$ cat src/rtl/nic_pkg.sv
// Shared constants for the network interface controller: data width, PE register map
// and packet field positions.
package nic_pkg;

    localparam int unsigned DATA_WIDTH = 64;

    localparam logic [1:0] ADDR_IN_BUF   = 2'b00;
    localparam logic [1:0] ADDR_IN_STAT  = 2'b01;
    localparam logic [1:0] ADDR_OUT_BUF  = 2'b10;
    localparam logic [1:0] ADDR_OUT_STAT = 2'b11;

    localparam int unsigned VC_BIT  = 63;
    localparam int unsigned DIR_MSB = 62;
    localparam int unsigned DIR_LSB = 61;
    localparam int unsigned HOP_MSB = 55;
    localparam int unsigned HOP_LSB = 48;
    localparam int unsigned SRC_MSB = 47;
    localparam int unsigned SRC_LSB = 32;

endpackage

$ cat src/rtl/nic_buf.sv
// One-entry packet register with a full flag. A write strobe loads data and sets full;
// a read strobe clears full. The caller gates wr with ~full.
module nic_buf
    import nic_pkg::*;
#(
    parameter int unsigned WIDTH = DATA_WIDTH
) (
    input  logic             clk,
    input  logic             reset,
    input  logic             wr,
    input  logic [WIDTH-1:0] wr_data,
    input  logic             rd,
    output logic [WIDTH-1:0] data,
    output logic             full
);

    // A write in the same cycle as a read wins, so a freshly captured packet is never lost.
    always_ff @(posedge clk or posedge reset) begin
        if (reset) begin
            data <= '0;
            full <= 1'b0;
        end else begin
            if (rd) begin
                full <= 1'b0;
            end
            if (wr) begin
                data <= wr_data;
                full <= 1'b1;
            end
        end
    end

endmodule

$ cat src/rtl/nic.sv
// NIC between a PE and the router PE port: PE register decode plus the polarity-matched
// injection and ready/strobe ejection handshakes around two one-entry buffers.
module nic
    import nic_pkg::*;
(
    input  logic                  clk,
    input  logic                  reset,
    input  logic [1:0]            addr,
    input  logic [DATA_WIDTH-1:0] d_in,
    output logic [DATA_WIDTH-1:0] d_out,
    input  logic                  nicEn,
    input  logic                  nicWrEn,
    output logic                  net_so,
    output logic [DATA_WIDTH-1:0] net_do,
    input  logic                  net_ro,
    input  logic                  net_si,
    input  logic [DATA_WIDTH-1:0] net_di,
    output logic                  net_ri,
    input  logic                  net_polarity
);

    logic                  pe_rd;
    logic                  pe_wr;
    logic                  out_wr;
    logic                  out_full;
    logic [DATA_WIDTH-1:0] out_buf;
    logic                  in_wr;
    logic                  in_rd;
    logic                  in_full;
    logic [DATA_WIDTH-1:0] in_buf;

    assign pe_rd  = nicEn & ~nicWrEn;
    assign pe_wr  = nicEn & nicWrEn;
    assign out_wr = pe_wr & (addr == ADDR_OUT_BUF) & ~out_full;
    assign in_rd  = pe_rd & (addr == ADDR_IN_BUF);

    // The packet's VC bit selects which router polarity phase may accept it.
    assign net_so = out_full & net_ro & (net_polarity == out_buf[VC_BIT]);
    assign net_do = out_full ? out_buf : '0;
    assign net_ri = ~in_full;
    assign in_wr  = net_si & net_ri;

    nic_buf #(
        .WIDTH (DATA_WIDTH)
    ) u_out_buf (
        .clk     (clk),
        .reset   (reset),
        .wr      (out_wr),
        .wr_data (d_in),
        .rd      (net_so),
        .data    (out_buf),
        .full    (out_full)
    );

    nic_buf #(
        .WIDTH (DATA_WIDTH)
    ) u_in_buf (
        .clk     (clk),
        .reset   (reset),
        .wr      (in_wr),
        .wr_data (net_di),
        .rd      (in_rd),
        .data    (in_buf),
        .full    (in_full)
    );

    always_comb begin
        d_out = '0;
        if (pe_rd) begin
            case (addr)
                ADDR_IN_BUF:   d_out = in_buf;
                ADDR_IN_STAT:  d_out = {{(DATA_WIDTH-1){1'b0}}, in_full};
                ADDR_OUT_STAT: d_out = {{(DATA_WIDTH-1){1'b0}}, out_full};
                default:       d_out = '0;
            endcase
        end
    end

endmodule

$ cat config.mk
export PLATFORM = sky130hd
export DESIGN_NAME = nic
export DESIGN_NICKNAME = d
export VERILOG_FILES = /design/src/rtl/nic_pkg.sv /design/src/rtl/nic_buf.sv /design/src/rtl/nic.sv
export SDC_FILE = /design/constraint.sdc
export NUM_CORES = 1
export LEC_CHECK = 0
export BUFFER_PORTS_ARGS = -buffer_cell sky130_fd_sc_hd__clkbuf_2
export CORE_ASPECT_RATIO = 0.9
export CORE_MARGIN = 10
export CORE_UTILIZATION = 30
export CTS_CLUSTER_DIAMETER = 120
export CTS_CLUSTER_SIZE = 25
export DETAILED_ROUTE_END_ITERATION = 8
export GPL_TIMING_DRIVEN = 0
export PLACE_DENSITY = 0.61
export SETUP_SLACK_MARGIN = 0.1
export SYNTH_ARGS = -nofsm -noshare
export SYNTH_HDL_FRONTEND = slang
export SYNTH_SLANG_ARGS = --single-unit
$ cat constraint.sdc
create_clock -name clk -period 9.5 [get_ports clk]
set_input_delay 0.95 -clock clk [delete_from_list [all_inputs] [get_ports clk]]
set_output_delay 0.95 -clock clk [all_outputs]
set_load 0.02 [all_outputs]
* After elaboration in Yosys (flattened, before gate mapping)
Index checks and enable logic that the tools add are counted.
Operators by class: $add $sub $neg 0, multipliers 0, div/mod/pow operators 0, order comparisons 0, equality and inequality tests 4, shift operators 0, multiplexer cells 7, bitwise operators 11, reduce and logical (&&, ||, !) cells 3
Operator list (number):
- 64-bit one-hot mux with 3 select lines | 1
- 64-bit two-way mux | 2
- 1-bit AND | 8
- 2-bit equality test (second input constant) | 2
- 1-bit two-way mux | 4
- 2-bit nonzero test | 2
- 1-bit inverter | 3
- 2-bit by 1-bit equality test with 1-bit output (second input constant) | 1
- 2-bit logical NOT | 1
- 1-bit equality test | 1
Storage, ports and cells: register bits 130, latch bits 0, RAM bits 0, memory bits (read-only) 0, output and inout port bits 130, word-level logic and storage cells 29, memories 0

* Longest topological paths before layout
depth after elaboration 5, depth in mapped cells 5

* By module
Synthesis repeated with hierarchy kept, for this count alone.
Second synthesis, totals: cells, all modules 430, area total of the unflattened synthesis 6183.4 sq um
Modules (own cells, without submodules):
- nic_buf | instances 2, cells each 139, area an instance 2618.8 sq um, sequential area each 1626.6 sq um
- nic | instances 1, cells each 152, area an instance 945.9 sq um, sequential area each 0.0 sq um

* Worst setup path before layout
No wires, ideal clock.
path type input-to-output, start point in addr[0], end point out d_out[54], arrival 1802 ps, path slack 6748 ps, stages 4, buffers on the path 1, path through nand2b_4 nor3_4 clkbuf_1 and2_1
On the way: word-level cells in the longest chain between the ends 3
Ends and longest elaborated chain:
- start, declared | RTL line nic.sv:8 | input logic [1:0] addr,
- 2-bit equality test (tied with other cells) | RTL line nic.sv:70 | case (addr)
- 64-bit one-hot mux with 3 select lines * | RTL line nic.sv:70
- 64-bit two-way mux * | RTL line nic.sv:69 | if (pe_rd) begin
- end, declared | RTL line nic.sv:10 | output logic [DATA_WIDTH-1:0] d_out,
Every way passes the cells marked *; elsewhere a longest branch is shown, timed or not.

* Worst setup path after layout
start point in addr[0], end point out d_out[61]
Same word-level chain as after synthesis.

==> run_results.csv <==
group,metric,value,unit
cells_and_area,fin_nets,851,
synthesis,synth-xor-area-share,0.146,%
cts,post_cts_buffers,0,
global_route,antenna_found_initial,0,
synthesis,synthCells,428,
floorplanning,rows,49,
global_route,grt-ovfl-total,0,
synthesis,synth_compound_area_share,0.334,%
cts,cts.sinks,130,
timing,fin_setup_tns,0,ns
placed_design,numPortBuffers,266,
synthesis,syn-cell-area,6000,um2
global_route,grt_pass1_wl,26800,um
synthesis,synth_flop_cell,"dfrtp_1",
setup_path,cp_max_fo,10,
timing,max_freq,0.296,GHz
cts,cts_buffers,17,
synthesis,synth.area.mux_share,27.2,%
drt,ant_nets,0,
drt,drc,0,
power,power_leakage,4.19,nW
cts,cts_root_buf,"clkbuf_16",
setup_path,critPathArrivalTime,2.43,ns
cts,clk_latency,0.41,ns
cells_and_area,drive_above_1_share,61.2,%
setup_path,start_kind,"primary input",
synthesis,avgSynthCellArea,14.0,um2
timing,maxSlewViolCount,0,
setup_path,path_class,"in -> out",
synthesis,async_flop_share,100,%
drt,routedWlPerCell,17.2,um
cts,tritoncts,"yes",
timing,holdWs,0.494,ns
cts,htreeDepth,4,
synthesis,synth-adder-area-share,0,%
timing,rsz0062_at_grt,"false",
power,power_frac_clock,27.8,%
synthesis,synthesis.nets,565,
synthesis,synth_warnings,0,
power,switching_share,31.2,%
timing,fin_crit,3.38,ns
synthesis,synth_top_family_by_area,"multiplexers",
timing,period_share,35.6,%
drt,via_per_inst,4.30,
timing,hold_viol_final,0,
outcome,status,"finished, final reports clean",
timing,setup_viol,0,
placed_design,place_congestion,0.715,
job,max_cap_viol_count,0,
global_route,grt_pass1_vias,4668,
cts,clock_tree.buffer_depth,2,
drt,first_pass_iters,4,
synthesis,synth-edff-count,0,
cells_and_area,antenna_cells,0,
cts,path_clk_slew,0.06,ns
floorplanning,die_h,154,um
floorplanning,ioPinCount,267,
synthesis,yosys_register_bits,130,
floorplanning,die_w,169,um
cells_and_area,final_core_util,42.0,%
placed_design,place_area,7680,um2
synthesis,synthSimpleGateAreaFrac,14.5,%
global_route,grt_max_degree,76,
placed_design,place_hpwl,13000,um
floorplanning,core_area,19800,um2
cts,cts-hold-fix-buffers,0,
timing,tightest_slew,0.539,ns
power,internal_power,1.75,mW
setup_path,crit_path_end_kind,"output port",
synthesis,ys_types,21,
floorplanning,start_util,30.3,%
timing,relSlewSlack,64.1,%
power,powerDensity,306,nW/um2
timing,finClkSkew,0.00937,ns
synthesis,ys_seq_area_share,54.2,%
power,pwr-share-seq,37.7,%
drt,num_vias,4216,
power,power_frac_comb,34.5,%
drt,wl,16900,um
floorplanning,die_area,26100,um2
cells_and_area,stdcell_area,8320,um2
power,ir_drop,150,uV
setup_path,required,8.55,ns
global_route,groute.usage.overall,12.9,%
cells_and_area,area_growth,38.6,%
cts,cts.repair.resized,0,
min_path,hold_path_class,"reg -> reg",
power,switching_power,0.794,mW
drt,drtIter0Drc,111,
==> layer usage <==
metal	global-route usage, %	up-vias	routed length [um]
li1	-	2008	-
met1	15.2	2030	7140
met2	20.8	169	7920
met3	6.21	9	1680
met4	3.33	0	138
met5	0	-	0
==> worst paths after layout <==
kind | start | end | slack, ns | cells after the start
worst max register to register | u_in_buf.full$_DFFE_PP0P_ | u_in_buf.data[61]$_DFFE_PP0P_ | 7.85 | 4
min in group asynchronous | reset | u_out_buf.data[48]$_DFFE_PP0P_ | 0.58 | 2
worst min register to register | u_in_buf.data[5]$_DFFE_PP0P_ | u_in_buf.data[5]$_DFFE_PP0P_ | 0.49 | 1
worst max-delay path | addr[0] | d_out[61] | 6.12 | 6
worst min-delay path | u_in_buf.data[5]$_DFFE_PP0P_ | u_in_buf.data[5]$_DFFE_PP0P_ | 0.49 | 1
max in group asynchronous | reset | u_out_buf.data[29]$_DFFE_PP0P_ | 8.15 | 3
==> synthesized netlist by cell type, drive strengths merged (2+ instances only) <==
master	instances	share of area (%)
o21bai	2	0.25
dfrtp	130	54
and2	127	13
inv	3	0.19
mux2	128	27
nor3	2	0.54
clkbuf	13	0.81
buf	14	2.6
==> layout make-up <==
type,instances,area [um2]
Clock inverter,12,180
Clock buffer,19,453
Inverter,3,16.3
Fill cell,1906,11500
Buffer,27,203
Timing Repair Buffer,267,1360
Tap cell,255,319
Multi-Input combinational cell,268,2530
Sequential cell,130,3250
==> flip-flops by register name, indices dropped and copies added (netlist names) <==
signal	count
u_out_buf.data	64
u_in_buf.full	1
u_in_buf.data	64
u_out_buf.full	1
==> placed cells by master (no fill, tap or decap), types with 2 or more instances in the layout <==
master and instances:
clkbuf_2 266, dfrtp_1 130, and2_1 127, mux2_2 79
mux2_4 49, clkbuf_16 17, clkbuf_1 13, buf_2 7
buf_12 5, bufinv_16 4, inv_6 3, nor3_4 2
inv_1 2, o21bai_1 2, clkinv_2 2, clkbuf_8 2
clkinv_4 2, clkinvlp_4 2
==> critical path, stage by stage <==
cell	delay, ns
clkbuf_2	0.11
nand2b_4	0.16
nor3_4	0.41
clkbuf_1	0.39
and2_1	0.22
clkbuf_2	0.19
==> power by group through the flow <==
stage | sequential (mW) | combinational [mW] | clock [mW]
after CTS | 0.963 | 0.897 | 0.730
after global routing | 0.999 | 0.955 | 0.753
final | 0.959 | 0.876 | 0.707
after global placement | 0.962 | 0.882 | 0
after detailed placement | 0.966 | 0.895 | 0
after floorplan | 0.924 | 0.655 | 0
==> cell families (layout without fill, tap and decap cells) <==
family                 after synthesis  count (layout)
AND/OR/NAND/NOR                    135             135
buffers and inverters               30             328
multiplexers                       129             129
flip-flops                         130             130
AO/OA/AOI/OAI                        3               3
XOR/XNOR                             1               1
==> metrics by stage <==
stage / setup WS [ns] / power (mW) / cells
2_1_floorplan: 5.08 / 1.58 / 428
3_3_place_gp: 3.30 / 1.84 / 949
3_5_place_dp: 6.00 / 1.86 / 950
4_1_cts: 6.00 / 2.59 / 981
5_1_grt: 5.97 / 2.71 / 981
6_report: 6.12 / 2.54 / 981
(Power assumes the default switching activity.)
